File: src/rtl/sobel_frame_sequencer.sv
// sobel_frame_sequencer
// Frame-level controller for the Sobel gradient/direction datapath. A start
// request primes the pipeline, the pixel address range is then walked in
// bursts of BEATS process cycles separated by PAUSE idle cycles (a downstream
// stall freezes the walk), the pipeline is drained and frameDone pulses once.
//
// Ports:
//   clk           in   clock, everything on the rising edge
//   reset         in   synchronous active-high reset, overrides everything
//   startEn       in   start-of-frame request, only honoured while idle
//   stall         in   downstream not ready; holds back address issue
//   started       out  high from pipeline prime through end of drain
//   process       out  high on each cycle a pixel address is issued
//   pixelCounter  out  address issued this cycle (holds the last one otherwise)
//   busy          out  high whenever a frame is in flight, including DONE
//   frameDone     out  one-cycle end-of-frame pulse
//
// Every output is a flop. The issue decision for a cycle is therefore taken at
// the clock edge that starts that cycle, using the stall value sampled there.
module sobel_frame_sequencer #(
  parameter int unsigned MINPIXEL          = 770,
  parameter int unsigned MAXPIXEL          = 523518,
  parameter int unsigned BEATS             = 4,
  parameter int unsigned PAUSE             = 1,
  parameter int unsigned COUNTSTEP         = 2,
  parameter int unsigned PIXELCOUNTERWIDTH = 24,
  parameter int unsigned PRIME             = 2,
  parameter int unsigned DRAIN             = 2
) (
  input  logic                         clk,
  input  logic                         reset,
  input  logic                         startEn,
  input  logic                         stall,
  output logic                         started,
  output logic                         process,
  output logic [PIXELCOUNTERWIDTH-1:0] pixelCounter,
  output logic                         busy,
  output logic                         frameDone
);

  localparam int unsigned W = PIXELCOUNTERWIDTH;

  // One shared phase counter times PRIME, PAUSE and DRAIN, so it is sized
  // for the longest of the three.
  localparam int unsigned PHASE_MAX =
    (PRIME > DRAIN) ? ((PRIME > PAUSE) ? PRIME : PAUSE)
                    : ((DRAIN > PAUSE) ? DRAIN : PAUSE);
  localparam int unsigned PHASEW = $clog2(PHASE_MAX + 1);
  localparam int unsigned BEATW  = $clog2(BEATS + 1);

  localparam logic [PHASEW-1:0] PRIME_LAST = PHASEW'(PRIME - 1);
  localparam logic [PHASEW-1:0] DRAIN_LAST = PHASEW'(DRAIN - 1);
  localparam logic [PHASEW-1:0] PAUSE_LAST = PHASEW'((PAUSE > 0) ? PAUSE - 1 : 0);
  localparam logic              HAS_PAUSE  = (PAUSE != 0);
  localparam logic [BEATW-1:0]  BEATS_V    = BEATW'(BEATS);

  // Addresses are compared one bit wider than the counter so that a range
  // ending near the top of the counter never wraps back to a small address.
  localparam logic [W:0] MIN_EXT  = (W+1)'(MINPIXEL);
  localparam logic [W:0] MAX_EXT  = (W+1)'(MAXPIXEL);
  localparam logic [W:0] STEP_EXT = (W+1)'(COUNTSTEP);

  typedef enum logic [2:0] {
    ST_IDLE,
    ST_PRIME,
    ST_RUN,
    ST_PAUSE,
    ST_DRAIN,
    ST_DONE
  } state_t;

  state_t            state_q, state_d;
  logic [PHASEW-1:0] phase_q, phase_d;
  logic [BEATW-1:0]  beat_q, beat_d;
  logic              burst_end_q, burst_end_d;
  logic              first_q, first_d;
  logic              started_q, started_d;
  logic              process_q, process_d;
  logic [W-1:0]      pc_q, pc_d;
  logic              busy_q, busy_d;
  logic              done_q, done_d;

  logic [W:0]        next_ext;
  logic              last_issue;
  logic [W-1:0]      issue_addr;
  logic [BEATW-1:0]  beat_inc;
  logic              enter_run;

  // pc_q is the address issued on the current cycle whenever process_q is
  // high. The very first issue of a frame uses the preloaded MINPIXEL; every
  // later issue advances by COUNTSTEP from the previous one.
  always_comb begin
    next_ext   = {1'b0, pc_q} + STEP_EXT;
    last_issue = (next_ext > MAX_EXT);
    issue_addr = first_q ? pc_q : next_ext[W-1:0];
    beat_inc   = beat_q + BEATW'(1);
  end

  // Next-state and registered-output logic. enter_run collects the three
  // places that lead into an issue slot (end of PRIME, end of PAUSE, and
  // staying in RUN); the stall check for that slot happens once, below.
  always_comb begin
    state_d     = state_q;
    phase_d     = phase_q;
    beat_d      = beat_q;
    burst_end_d = burst_end_q;
    first_d     = first_q;
    started_d   = started_q;
    process_d   = 1'b0;
    pc_d        = pc_q;
    busy_d      = busy_q;
    done_d      = 1'b0;
    enter_run   = 1'b0;

    case (state_q)
      ST_IDLE: begin
        if (startEn) begin
          state_d   = ST_PRIME;
          phase_d   = '0;
          beat_d    = '0;
          first_d   = 1'b1;
          pc_d      = MIN_EXT[W-1:0];
          started_d = 1'b1;
          busy_d    = 1'b1;
        end
      end

      ST_PRIME: begin
        if (phase_q == PRIME_LAST) begin
          phase_d   = '0;
          enter_run = 1'b1;
        end else begin
          phase_d = phase_q + PHASEW'(1);
        end
      end

      ST_RUN: begin
        // End of range wins over a burst boundary, so the last burst never
        // pauses before draining.
        if (process_q && last_issue) begin
          state_d = ST_DRAIN;
          phase_d = '0;
        end else if (process_q && burst_end_q && HAS_PAUSE) begin
          state_d = ST_PAUSE;
          phase_d = '0;
        end else begin
          enter_run = 1'b1;
        end
      end

      ST_PAUSE: begin
        if (phase_q == PAUSE_LAST) begin
          phase_d   = '0;
          enter_run = 1'b1;
        end else begin
          phase_d = phase_q + PHASEW'(1);
        end
      end

      ST_DRAIN: begin
        if (phase_q == DRAIN_LAST) begin
          state_d   = ST_DONE;
          phase_d   = '0;
          started_d = 1'b0;
          done_d    = 1'b1;
        end else begin
          phase_d = phase_q + PHASEW'(1);
        end
      end

      ST_DONE: begin
        state_d = ST_IDLE;
        busy_d  = 1'b0;
      end

      default: begin
        state_d = ST_IDLE;
      end
    endcase

    // Issue slot: with stall low an address goes out this coming cycle and
    // the burst position advances; with stall high everything is held.
    if (enter_run) begin
      state_d = ST_RUN;
      if (!stall) begin
        process_d = 1'b1;
        pc_d      = issue_addr;
        first_d   = 1'b0;
        if (beat_inc == BEATS_V) begin
          beat_d      = '0;
          burst_end_d = 1'b1;
        end else begin
          beat_d      = beat_inc;
          burst_end_d = 1'b0;
        end
      end
    end
  end

  // State and output registers; reset returns every flop to zero / IDLE.
  always_ff @(posedge clk) begin
    if (reset) begin
      state_q     <= ST_IDLE;
      phase_q     <= '0;
      beat_q      <= '0;
      burst_end_q <= 1'b0;
      first_q     <= 1'b0;
      started_q   <= 1'b0;
      process_q   <= 1'b0;
      pc_q        <= '0;
      busy_q      <= 1'b0;
      done_q      <= 1'b0;
    end else begin
      state_q     <= state_d;
      phase_q     <= phase_d;
      beat_q      <= beat_d;
      burst_end_q <= burst_end_d;
      first_q     <= first_d;
      started_q   <= started_d;
      process_q   <= process_d;
      pc_q        <= pc_d;
      busy_q      <= busy_d;
      done_q      <= done_d;
    end
  end

  assign started      = started_q;
  assign process      = process_q;
  assign pixelCounter = pc_q;
  assign busy         = busy_q;
  assign frameDone    = done_q;

endmodule

File: config.mk
export PLATFORM = sky130hd
export DESIGN_NAME = sobel_frame_sequencer
export DESIGN_NICKNAME = d
export VERILOG_FILES = /design/src/rtl/sobel_frame_sequencer.sv
export SDC_FILE = /design/constraint.sdc
export NUM_CORES = 1
export LEC_CHECK = 0
export BUFFER_PORTS_ARGS = -buffer_cell sky130_fd_sc_hd__buf_2
export CAP_MARGIN = 0
export CORE_MARGIN = 1
export CORE_UTILIZATION = 45
export CTS_CLUSTER_DIAMETER = 150
export DETAILED_ROUTE_END_ITERATION = 10
export PLACE_DENSITY = 0.62
export SETUP_SLACK_MARGIN = 0.4
export SYNTH_ARGS = -nofsm -noshare
export SYNTH_HDL_FRONTEND = slang
export SYNTH_SLANG_ARGS = --single-unit
File: constraint.sdc
create_clock -name clk -period 10.3 [get_ports clk]
set_clock_uncertainty 0.1 [all_clocks]
set_input_delay 2.06 -clock clk [delete_from_list [all_inputs] [get_ports clk]]
set_output_delay 2.06 -clock clk [all_outputs]
set_load 0.05 [all_outputs]
Word-level counts from Yosys, hierarchy flattened
Cells that the tools add are included.
{"block": "totals", "in_bits": 4, "wordCells": 89, "output_inout_bits": 28, "ff_bits": 38}
{"block": "classes", "bitwise": 4, "mux": 37, "eq_ne": 15, "magnitude_cmp": 1, "n_reduce_logical": 18, "n_addsub": 3}
{"op": "$mux 24", "count": 5}
{"op": "$mux 3", "count": 9}
{"op": "$add 24x2->25 const B", "count": 1}
{"op": "$gt 25x19->1 const B", "count": 1}
{"op": "$mux 1", "count": 12}
{"op": "$mux 2", "count": 6}
{"op": "$ne 3x3->1 const B", "count": 4}
{"op": "$pmux 3 s4", "count": 1}
{"op": "$reduce_or 2->1", "count": 5}
{"op": "$eq 3x3->1 const B", "count": 3}
{"op": "$pmux 2 s4", "count": 1}
{"op": "$reduce_and 4->1", "count": 2}
{"op": "$eq 3x2->1 const B", "count": 2}
{"op": "$reduce_and 3->1", "count": 2}
{"op": "$ne 2x2->1 const B", "count": 2}
{"op": "$ne 4x4->1 const B", "count": 1}
{"op": "$not 1->1", "count": 4}
{"op": "$pmux 1 s2", "count": 2}
{"op": "$reduce_and 2->1", "count": 2}
{"op": "$reduce_bool 2->1", "count": 2}
{"op": "$reduce_bool 4->1", "count": 1}
{"op": "$add 3x1->3 const B", "count": 1}
{"op": "$eq 3x1->1 const B", "count": 1}
{"op": "$logic_not 3->1", "count": 1}
{"op": "other kinds (6)", "count": 7}

Depth between registers and ports, before layout
Gate-level depths: netlist (run 1).
{"block": "depth", "word_depth": 7, "mapped_depth": 11, "ltp_nobuf": 10}

Least setup slack after synthesis (run 1)
OpenSTA, ideal clock, no wires.
{"block": "synth_path", "path_type": "reg-to-reg", "from": "reg pc_q[2], in the netlist pixelCounter[2]", "to": "reg pc_q[13], in the netlist pixelCounter[13]", "n_path_buf": 1, "path_slack_ns": 6.095, "period_less_slack_ns": 4.205, "setup_ns": 0.122, "arrival_ns": 3.983, "t_required_ns": 10.078, "path_stages_with_launch": 12, "path_cell_list": "dfxtp_1 ha_1 and4_2 nand4_4 or4_1 a2111o_1 or4_4 o2111a_4 nor3_4 nor3_2 buf_6 a221o_1"}
{"block": "synth_via", "elab_chain_cells": 6, "word_cells_on_any_way": 9, "classes_between": "add/sub: 1; order compare: 1; eq/ne: 1; mux: 5; reduce/logical: 1"}
{"item": "start: declaration", "line_no": "79", "source": "logic [W-1:0] pc_q, pc_d;"}
{"item": "start signal: assignment", "line_no": "221", "source": "pc_q <= pc_d;"}
{"item": "$add 24x2->25 *", "line_no": "93", "source": "next_ext = {1'b0, pc_q} + STEP_EXT;"}
{"item": "$gt 25x19->1", "line_no": "94", "source": "last_issue = (next_ext > MAX_EXT);"}
{"item": "$logic_and 1x1->1", "line_no": "140", "source": "if (process_q && last_issue) begin"}
{"item": "$mux 1", "line_no": "140"}
{"item": "$pmux 1 s3", "line_no": "115", "source": "case (state_q)"}
{"item": "$ne 3x3->1 (no line) or $mux 24 (tied branches)"}
Every way passes the cells marked *; elsewhere a longest branch is shown, timed or not. The select of a mux whose other input is x is not followed.
A chain may end at the register's enable or synchronous reset.

Final worst setup path (run 1)
{"block": "layout_path", "from": "reg pc_q[1], in the netlist pixelCounter[1]", "to": "reg pc_q[18], in the netlist pixelCounter[18]"}
The elaborated chain is that of the path after synthesis.

==> results.md, run 1 <==
Finish:
- The number of inserted diodes is 0.
- The relative area change from synthesis to final layout is 10.3%.
- The post-route netlist has 17.4% of its cells at a drive strength greater than 1.
- The core occupancy in the finished layout is 52.8%.
- After routing the design area is 2780 sq um.
- Registers take 761 sq um.
- The net total in the final layout is 338.
- Summing all multi-input logic gate instances after layout gives 1640 sq um.
- Counting the fill cells in the layout gives 548.

Clock network:
- For this design, the CTS-stage hold fixing added 0 buffers.
- The clock-pin transition on the worst setup and hold timing paths is 0.09 ns.
- The number of buffers added by the clock tree synthesis step is 5.
- Once the clock tree was built, the resizer swapped 0 gates to a different size.
- After clock tree synthesis, the setup repair step added 0 buffers.
- Clock latency on the worst-skew pair, taken at its later pin, is 0.30 ns.
- The CTS tree is done.
- The clock passes through at most 2 buffers.
- The clock tree root buffer cell is sky130_fd_sc_hd__clkbuf_8.
- The number of H-tree levels is 2.
- Clock tree synthesis found a total of 38 sinks.

Logic synthesis:
- The sequential share of the synthesized area is 30.1%.
- By area the synthesized netlist is led by sky130_fd_sc_hd__dfxtp_1 (30%), sky130_fd_sc_hd__nor2_1 (4.8%), sky130_fd_sc_hd__ha_1 (4.0%).
- sky130_fd_sc_hd__dfxtp_1 takes more of the synthesized area than any other cell.
- The per-instance average area after synthesis is 8.20 sq um.
- The number of synthesized register bits is 38.
- The combined area of all synthesized cells is 2520 sq um.
- The predominant post-synthesis flop cell is sky130_fd_sc_hd__dfxtp_1.
- After synthesis, the share of flip-flops with an asynchronous set or reset is 0%.
- The instance count of the mapped netlist is 308.
- Synthesis produced a netlist with a net count of 320.
- After synthesis, the most frequently instantiated cells are sky130_fd_sc_hd__dfxtp_1 (38), sky130_fd_sc_hd__nor2_1 (32), sky130_fd_sc_hd__nand2_1 (20).
- The number of distinct library cells after synthesis is 60.
- Yosys printed 0 warnings.
- The most instantiated library cell after synthesis is sky130_fd_sc_hd__dfxtp_1.
- The synthesized design contains 0 enable-type register cells.
- The share of synthesized area in the top cell type comes to 30.1%.

Drt:
- The wire length per cell after detailed routing is 15.0 um.
- The antenna violation net count after detailed routing is 0.
- After detailed routing, the number of vias per cell comes to 5.79.
- The length of the first detailed-routing pass in iterations is 4.
- The DRC violation count after routing is 0.
- The total length of routed wires is 5950 um.
- The number of vias in the routed layout is 2299.
- In this run, the number of DRC markers left after iteration 0 of detailed routing was 155.

Run status:
- The flow ran to the end, and the final reports show no timing, DRC or antenna violations.

Die:
- In this run the horizontal extent of the chip is 76.9 um.
- The floorplan step defined a core boundary enclosing 5270 sq um.
- Once the floorplan was initialized, standard cells occupied 47.9% of the core.
- Measured along the y axis, the die boundary spans 76.9 um.
- The number of I/O pins is 32.
- The floorplan has 26 rows.
- The die covers 5910 sq um.

Placed design:
- The placement-stage cell area is 2670 sq um.
- In this run the tool buffered the top-level ports with 31 buffer cells.
- The wire-length estimate of the detail-placed layout is 4150 um.
- Routability-driven placement finished with a final weighted congestion of 0.752.
- Timing analysis after detailed placement gives a worst setup slack of 5.92 ns.

Timing:
- Setup repair after global routing left no endpoint under its margin.
- The count of final setup violators is 0.
- Measured against its own limit, the worst slew margin works out to 31.0%.
- The count of final hold-check violations is 0.
- The worst path meets setup with 5.89 ns of slack.
- The worst path needs 4.41 ns of the cycle, external delays included.
- At the pin with the least slew margin, the transition time is 1.03 ns.
- The highest clock rate is 227 MHz.
- The count of pins over their slew limit came to 0.
- The total negative setup slack is 0 ns.
- The share of the cycle needed by the critical path after routing is 42.9%.

Pwr:
- The total power divided by cell area is 117 nW/um^2.
- The worst-case IR drop observed on VDD is 0.0000549 V.
- The static leakage power is 1.16 nW.

Worst setup path:
- STA classifies the critical path startpoint as a register.
- Broken down by cell family, the worst path's largest delay share belongs to simple AND/OR/NAND/NOR gates.
- The category of the most critical setup path is register to register.
- Walking the worst path, the cells encountered are ha_1, and4_2, nand4_4, or4_1, a2111o_1, or4_4, o2111a_4, nor4_4, and3_1, a211o_1.
- The largest stage delay on the critical path is 0.84 ns.
- The worst setup path is captured at a register.
- The master of the slowest instance on the critical path is sky130_fd_sc_hd__nor4_4.
- The biggest fanout along the worst timing path is 24.
- The arrival time at the worst endpoint is 4.56 ns.
- Data on the critical path is required at its endpoint by 10.44 ns.
- The number of buffers and inverters on the critical path is 0.

Global routing:
- The global routing usage summed across all routing layers is 20.2%.
- The initial antenna violation count is 0.
- Entering global routing, the biggest net connects 27 pins.
- The final global-route overflow total is 0.
- The number of global-route vias before repair was 1991.
- The first-pass GRT wire length is 9720 um.

Hold path:
- The path class of the tightest hold or removal check is register to register.

Flow run:
- Across the run, the number of max-cap violations was 0.
## cell families after synthesis
logic type,share of synthesized area [%]
XOR/XNOR,3.12
AO/OA/AOI/OAI,21.6
adder cells (fa/ha/maj),3.96
buffers and inverters,4.91
flip-flops,30.1
multiplexers,2.13
AND/OR/NAND/NOR,34.1
## sequential cells by signal (all words and copies together), names as in the netlist
| name | cells |
|---|---|
| pixelCounter | 24 |
| beat_q | 3 |
| burst_end_q | 1 |
| started | 1 |
| busy | 1 |
| phase_q | 2 |
| state_q | 3 |
| process | 1 |
| frameDone | 1 |
| first_q | 1 |
## through the flow
step                      hold WS (ns)  cells  total power, mW
after floorplan                  0.356    308            0.191
after global placement           0.367    389            0.199
after detailed placement         0.376    389            0.199
after CTS                        0.394    397            0.328
after global routing             0.418    397            0.337
final                            0.394    397            0.326
## routing by layer
metal	wire length (um)	share of wire, %	vias to the layer above	GRT usage, %
met5	0	0	-	0
met4	41	0.69	0	5.19
met3	176	3.0	4	2.86
met2	2580	43	34	31.8
met1	3160	53	1081	28.6
li1	-	-	1180	-
## layout by cell type, fill, tap and decap left out, types with 2 or more instances in the layout
cell	synthesis	final
sky130_fd_sc_hd__a31oi_1	7	7
sky130_fd_sc_hd__clkbuf_8	0	5
sky130_fd_sc_hd__nand4_1	6	6
sky130_fd_sc_hd__or4_4	2	2
sky130_fd_sc_hd__or3_1	8	8
sky130_fd_sc_hd__nor4_1	3	3
sky130_fd_sc_hd__and3_1	15	15
sky130_fd_sc_hd__a211o_1	3	3
sky130_fd_sc_hd__o21a_1	4	4
sky130_fd_sc_hd__a211oi_1	4	4
sky130_fd_sc_hd__nor2b_1	3	3
sky130_fd_sc_hd__a21oi_1	18	18
sky130_fd_sc_hd__nand3_1	16	16
sky130_fd_sc_hd__and4_1	3	3
sky130_fd_sc_hd__nor3b_1	5	5
sky130_fd_sc_hd__nor3_1	7	7
sky130_fd_sc_hd__a22o_1	2	2
sky130_fd_sc_hd__o211ai_1	3	3
sky130_fd_sc_hd__a221o_1	9	9
sky130_fd_sc_hd__o21ai_0	7	7
sky130_fd_sc_hd__mux2i_1	2	2
sky130_fd_sc_hd__ha_1	8	8
sky130_fd_sc_hd__o31a_1	2	2
sky130_fd_sc_hd__mux2_2	3	3
sky130_fd_sc_hd__nand2_1	20	20
sky130_fd_sc_hd__buf_2	5	31
sky130_fd_sc_hd__nand4_4	2	2
sky130_fd_sc_hd__and2_1	8	8
sky130_fd_sc_hd__a21o_1	2	2
sky130_fd_sc_hd__nand2b_1	6	6
sky130_fd_sc_hd__xnor2_1	5	5
sky130_fd_sc_hd__xor2_1	4	4
sky130_fd_sc_hd__dfxtp_1	38	38
sky130_fd_sc_hd__nand3b_1	2	2
sky130_fd_sc_hd__nor2_1	32	32
sky130_fd_sc_hd__or2_2	2	2
sky130_fd_sc_hd__clkinvlp_4	0	2
sky130_fd_sc_hd__inv_1	7	7
## where the power goes
group | switching, mW | leakage, nW | internal (mW)
sequential | 0.00822 | 0.308 | 0.151
clock | 0.0578 | 0.0504 | 0.0721
combinational | 0.0250 | 0.804 | 0.0118
## worst min-delay path: cells and delay by family (launching register included)
kind	cells	cell delay, ns
flip-flops	1	0.33
AO/OA/AOI/OAI	1	0.06
AND/OR/NAND/NOR	1	0.07
## cell type report
cell class / count / area share (%)
Sequential cell: 38 / 27.3
Inverter: 7 / 0.944
Tap cell: 70 / 3.15
Clock buffer: 5 / 2.47
Clock inverter: 3 / 1.62
Timing Repair Buffer: 31 / 5.57
Multi-Input combinational cell: 243 / 58.9
## worst paths after layout
kind	start	endpoint	slack, ns	cells past startpoint
max	pixelCounter[1]$_SDFFE_PP0P_	pixelCounter[18]$_SDFFE_PP0P_	5.89	10
min	beat_q[2]$_SDFF_PP0_	beat_q[2]$_SDFF_PP0_	0.39	2
max reg2reg	pixelCounter[1]$_SDFFE_PP0P_	pixelCounter[18]$_SDFFE_PP0P_	5.89	10
min reg2reg	beat_q[2]$_SDFF_PP0_	beat_q[2]$_SDFF_PP0_	0.39	2
No activity file was read; power rests on OpenSTA's default activity.
==> run 2: changes to the inputs <==
- clock period: 10.3 -> 4.5 ns (I/O delays scaled with it)
==> run 2 against run 1 <==
Clock power increased by 90%. Global-route usage up 0.30 points. Critical path depth did not move. Non-clock buffer count rose by 4. Count of clock-buffer cells in the layout grew 2. Hold slack worse by 0.0050 ns. Cell count increased by 1.0%. Sequential power is 130% higher. Via count shrank 0.83%. Worst setup slack got worse by 5.3 ns. Sequential cell count is the same. Sequential share of layout area down 0.13 points.
==> results.md, run 2 (same netlist as run 1, synthesis figures left out) <==
Finish:
- Compared with the post-synthesis result, the final layout area differs by 11.0%.
- The number of flip-flops under the largest register name is 24 (unchanged).
- The number of filler cells placed in the layout is 528 (-3.6%).
- The share of cells above drive strength 1 was 18.7% (+1.3 points).
- Leaving out fill and tap cells, the most frequent cells in the layout are sky130_fd_sc_hd__dfxtp_1 (37), sky130_fd_sc_hd__nor2_1 (32), sky130_fd_sc_hd__buf_2 (31).
- The number of inserted diodes is 0 (unchanged).
- The net total in the final layout is 342 (+1.2%).
- The count of non-filler cells in the finished layout was 401 (+1.0%).
- The core occupancy in the finished layout is 53.2% (+0.33 points).
- The most common cell after layout, fill and taps aside is sky130_fd_sc_hd__dfxtp_1.

Pwr:
- The net switching power of the design was 199 uW (+120%).
- The static leakage power is 1.18 nW (+1.9%).
- The fraction of power spent switching nets came to 28.6% (+0.62 points).
- The part of the total power dissipated in sequential elements is 51.6% (+2.8 points).
- The maximum ir drop on the vdd rail is 0.000168 V (+210%).
- The portion of total power attributed to combinational logic was 12.9% (+1.6 points).
- The internal power consumption is 498 uW (+110%).
- The total power divided by cell area is 249 nW/um^2 (+110%).
- The portion of total power attributed to the clock network is 35.4% (-4.5 points).

Drt:
- The wire length per cell after detailed routing was 14.5 um (-3.3%).
- The total length of routed wires is 5820 um (-2.3%).
- The violation count after the first detailed-routing iteration is 124 (-20%).
- The length of the first detailed-routing pass in iterations is 4 (unchanged).
- The DRC violation count after routing was 0 (unchanged).
- The via density per instance is 5.69 (-1.8%).
- The number of vias in the routed layout was 2280 (-0.83%).
- The antenna violation net count after detailed routing came to 0 (unchanged).

Timing:
- The worst slack on hold paths is 0.389 ns (-0.00495 ns).
- The count of pins over their slew limit is 0 (unchanged).
- The total negative setup slack is 0 ns (unchanged).
- The share of the cycle needed by the critical path after routing is 86.2% (+43 points).
- The count of final hold-check violations was 0 (unchanged).
- Setup repair after global routing left no endpoint under its margin.
- The highest clock rate is 258 MHz (+14%).
- The worst-margin pin slew is 0.834 ns (-0.193 ns).
- The minimum clock period came to 3.88 ns (-0.536 ns).
- The worst setup margin is 0.621 ns (-5.26 ns).
- The count of final setup violators is 0 (unchanged).
- The remaining max-slew budget at the tightest pin is 44.0% (+13 points).

Global routing:
- The largest net degree at the start of global routing came to 27 (unchanged).
- The global routing usage summed across all routing layers is 20.5% (+0.30 points).
- The initial antenna violation count was 0 (unchanged).
- The first-pass GRT wire length came to 9720 um (unchanged).
- The final global-route overflow total is 0 (unchanged).
- The number of global-route vias before repair is 1988 (-0.15%).

Clock network:
- The cell sitting at the root of the clock tree is a sky130_fd_sc_hd__clkbuf_8.
- The sink count of the clock tree is 38 (unchanged).
- The hold-fix buffer count after cts is 0 (unchanged).
- The number of H-tree levels is 2 (unchanged).
- The CTS tree is done.
- The clock-pin transition on the worst setup and hold timing paths is 0.07 ns (-0.02 ns).
- The clock insertion delay at the later pin of the skew report was 0.30 ns (about the same).
- The maximum clock path buffer count is 2 (unchanged).
- The number of buffers added by the clock tree synthesis step is 5 (unchanged).

Worst setup path:
- The arrival time at the worst endpoint is 3.97 ns (-0.59 ns).
- In this run the critical register-to-register path is launched from pixelCounter[2]$_SDFFE_PP0P_.
- STA classifies the critical path startpoint as a register.
- The launching element of the worst setup path is pixelCounter[2]$_SDFFE_PP0P_.
- The endpoint kind of the worst setup timing path is a register.
- The biggest fanout along the worst timing path came to 13 (-46%).
- The worst setup path is of the register to register kind.
- The data required time at the worst endpoint is 4.59 ns (-5.85 ns).

Die:
- The die span in x was 76.9 um (unchanged).
- The starting density of the core is 47.9% (unchanged).
- The height of the die is 76.9 um (unchanged).
- The area inside the core boundary came to 5270 sq um (unchanged).
- The number of I/O pins is 32 (unchanged).
- The number of cell rows is 26 (unchanged).
- The area enclosed by the die boundary is 5910 sq um (unchanged).

Placed design:
- The number of placed instances, taps included is 392 (+0.77%).
- The global placement routability congestion is 0.826 (+9.8%).
- The post-detailed-placement half-perimeter wirelength is 4120 um (-0.64%).
- The count of buffers from port buffering is 31 (unchanged).
- The post-place setup slack came to 0.476 ns (-5.45 ns).

Flow run:
- The reported max-cap violation count is 0 (unchanged).

Hold path:
- The startpoint identified for the worst hold timing path is beat_q[2]$_SDFF_PP0_.
- The type of the most critical hold path is register to register.

Run status:
- The run finished with clean final reports.
-- run 2: changes by cell type in the layout (fill, tap and decap cells not counted), sizes merged --
cell and delta:
clkinvlp -2, bufinv -1, clkinv +1, clkbuf +2, buf +4
-- run 2: critical path, cell delays in order (launching register included) --
cell,delay [ns]
sky130_fd_sc_hd__dfxtp_2,0.45
sky130_fd_sc_hd__ha_1,0.28
sky130_fd_sc_hd__and4_2,0.34
sky130_fd_sc_hd__nand4_4,0.14
sky130_fd_sc_hd__or4_1,0.55
sky130_fd_sc_hd__a2111o_1,0.44
sky130_fd_sc_hd__or4_4,0.44
sky130_fd_sc_hd__o2111a_4,0.20
sky130_fd_sc_hd__nor3_4,0.27
sky130_fd_sc_hd__nor3_4,0.15
sky130_fd_sc_hd__a221o_1,0.40
-- run 2: path summary, 6_finish.rpt --
check | cells after the start | end | slack [ns]
worst max-delay path | 10 | pixelCounter[16]$_SDFFE_PP0P_ | 0.62
worst min-delay path | 2 | beat_q[2]$_SDFF_PP0_ | 0.39
worst max register to register | 10 | pixelCounter[16]$_SDFFE_PP0P_ | 0.62
worst min register to register | 2 | beat_q[2]$_SDFF_PP0_ | 0.39
-- run 2: timing repair --
item / CTS / global route
endpoints found under the setup margin: 0 / 18
endpoints found under the hold margin: 0 / 0
setup buffers: 0 / 1
resized for setup: 0 / 2
-- run 2: final cells by class --
cell class | instances | area (sq um) | area share, %
multi-input cells | 243 | 1650 | 58.9
repair buffers | 35 | 185 | 6.61
clock buffers | 7 | 86.3 | 3.08
flip-flops and latches | 38 | 762 | 27.2
inverters | 7 | 26.3 | 0.938
well taps | 70 | 87.6 | 3.13
clock inverters | 1 | 5.00 | 0.179
-- run 2: power by group through the flow --
stage	Clock (mW)	Combinational, mW	Sequential, mW
2_1_floorplan	0	0.0587	0.378
3_3_place_gp	0	0.0875	0.368
3_5_place_dp	0	0.0880	0.368
5_1_grt	0.269	0.0985	0.362
4_1_cts	0.254	0.0884	0.360
6_report	0.247	0.0901	0.360
-- run 2: metrics by stage --
| step | area [sq um] | power [mW] |
|---|---|---|
| global route | 2800 | 0.730 |
| finish | 2800 | 0.698 |
| global placement | 2690 | 0.455 |
| CTS | 2790 | 0.703 |
| detailed placement | 2690 | 0.456 |
| floorplan | 2530 | 0.436 |
-- run 2: metal layers --
metal | part of all wire (%) | wire length (um) | GRT usage (%) | vias to the layer above
met3 | 4.4 | 255 | 4.05 | 7
met2 | 42 | 2460 | 29.7 | 42
li1 | - | - | - | 1183
met4 | 1.4 | 84 | 7.50 | 0
met5 | 0 | 0 | 0 | -
met1 | 52 | 3010 | 29.5 | 1048
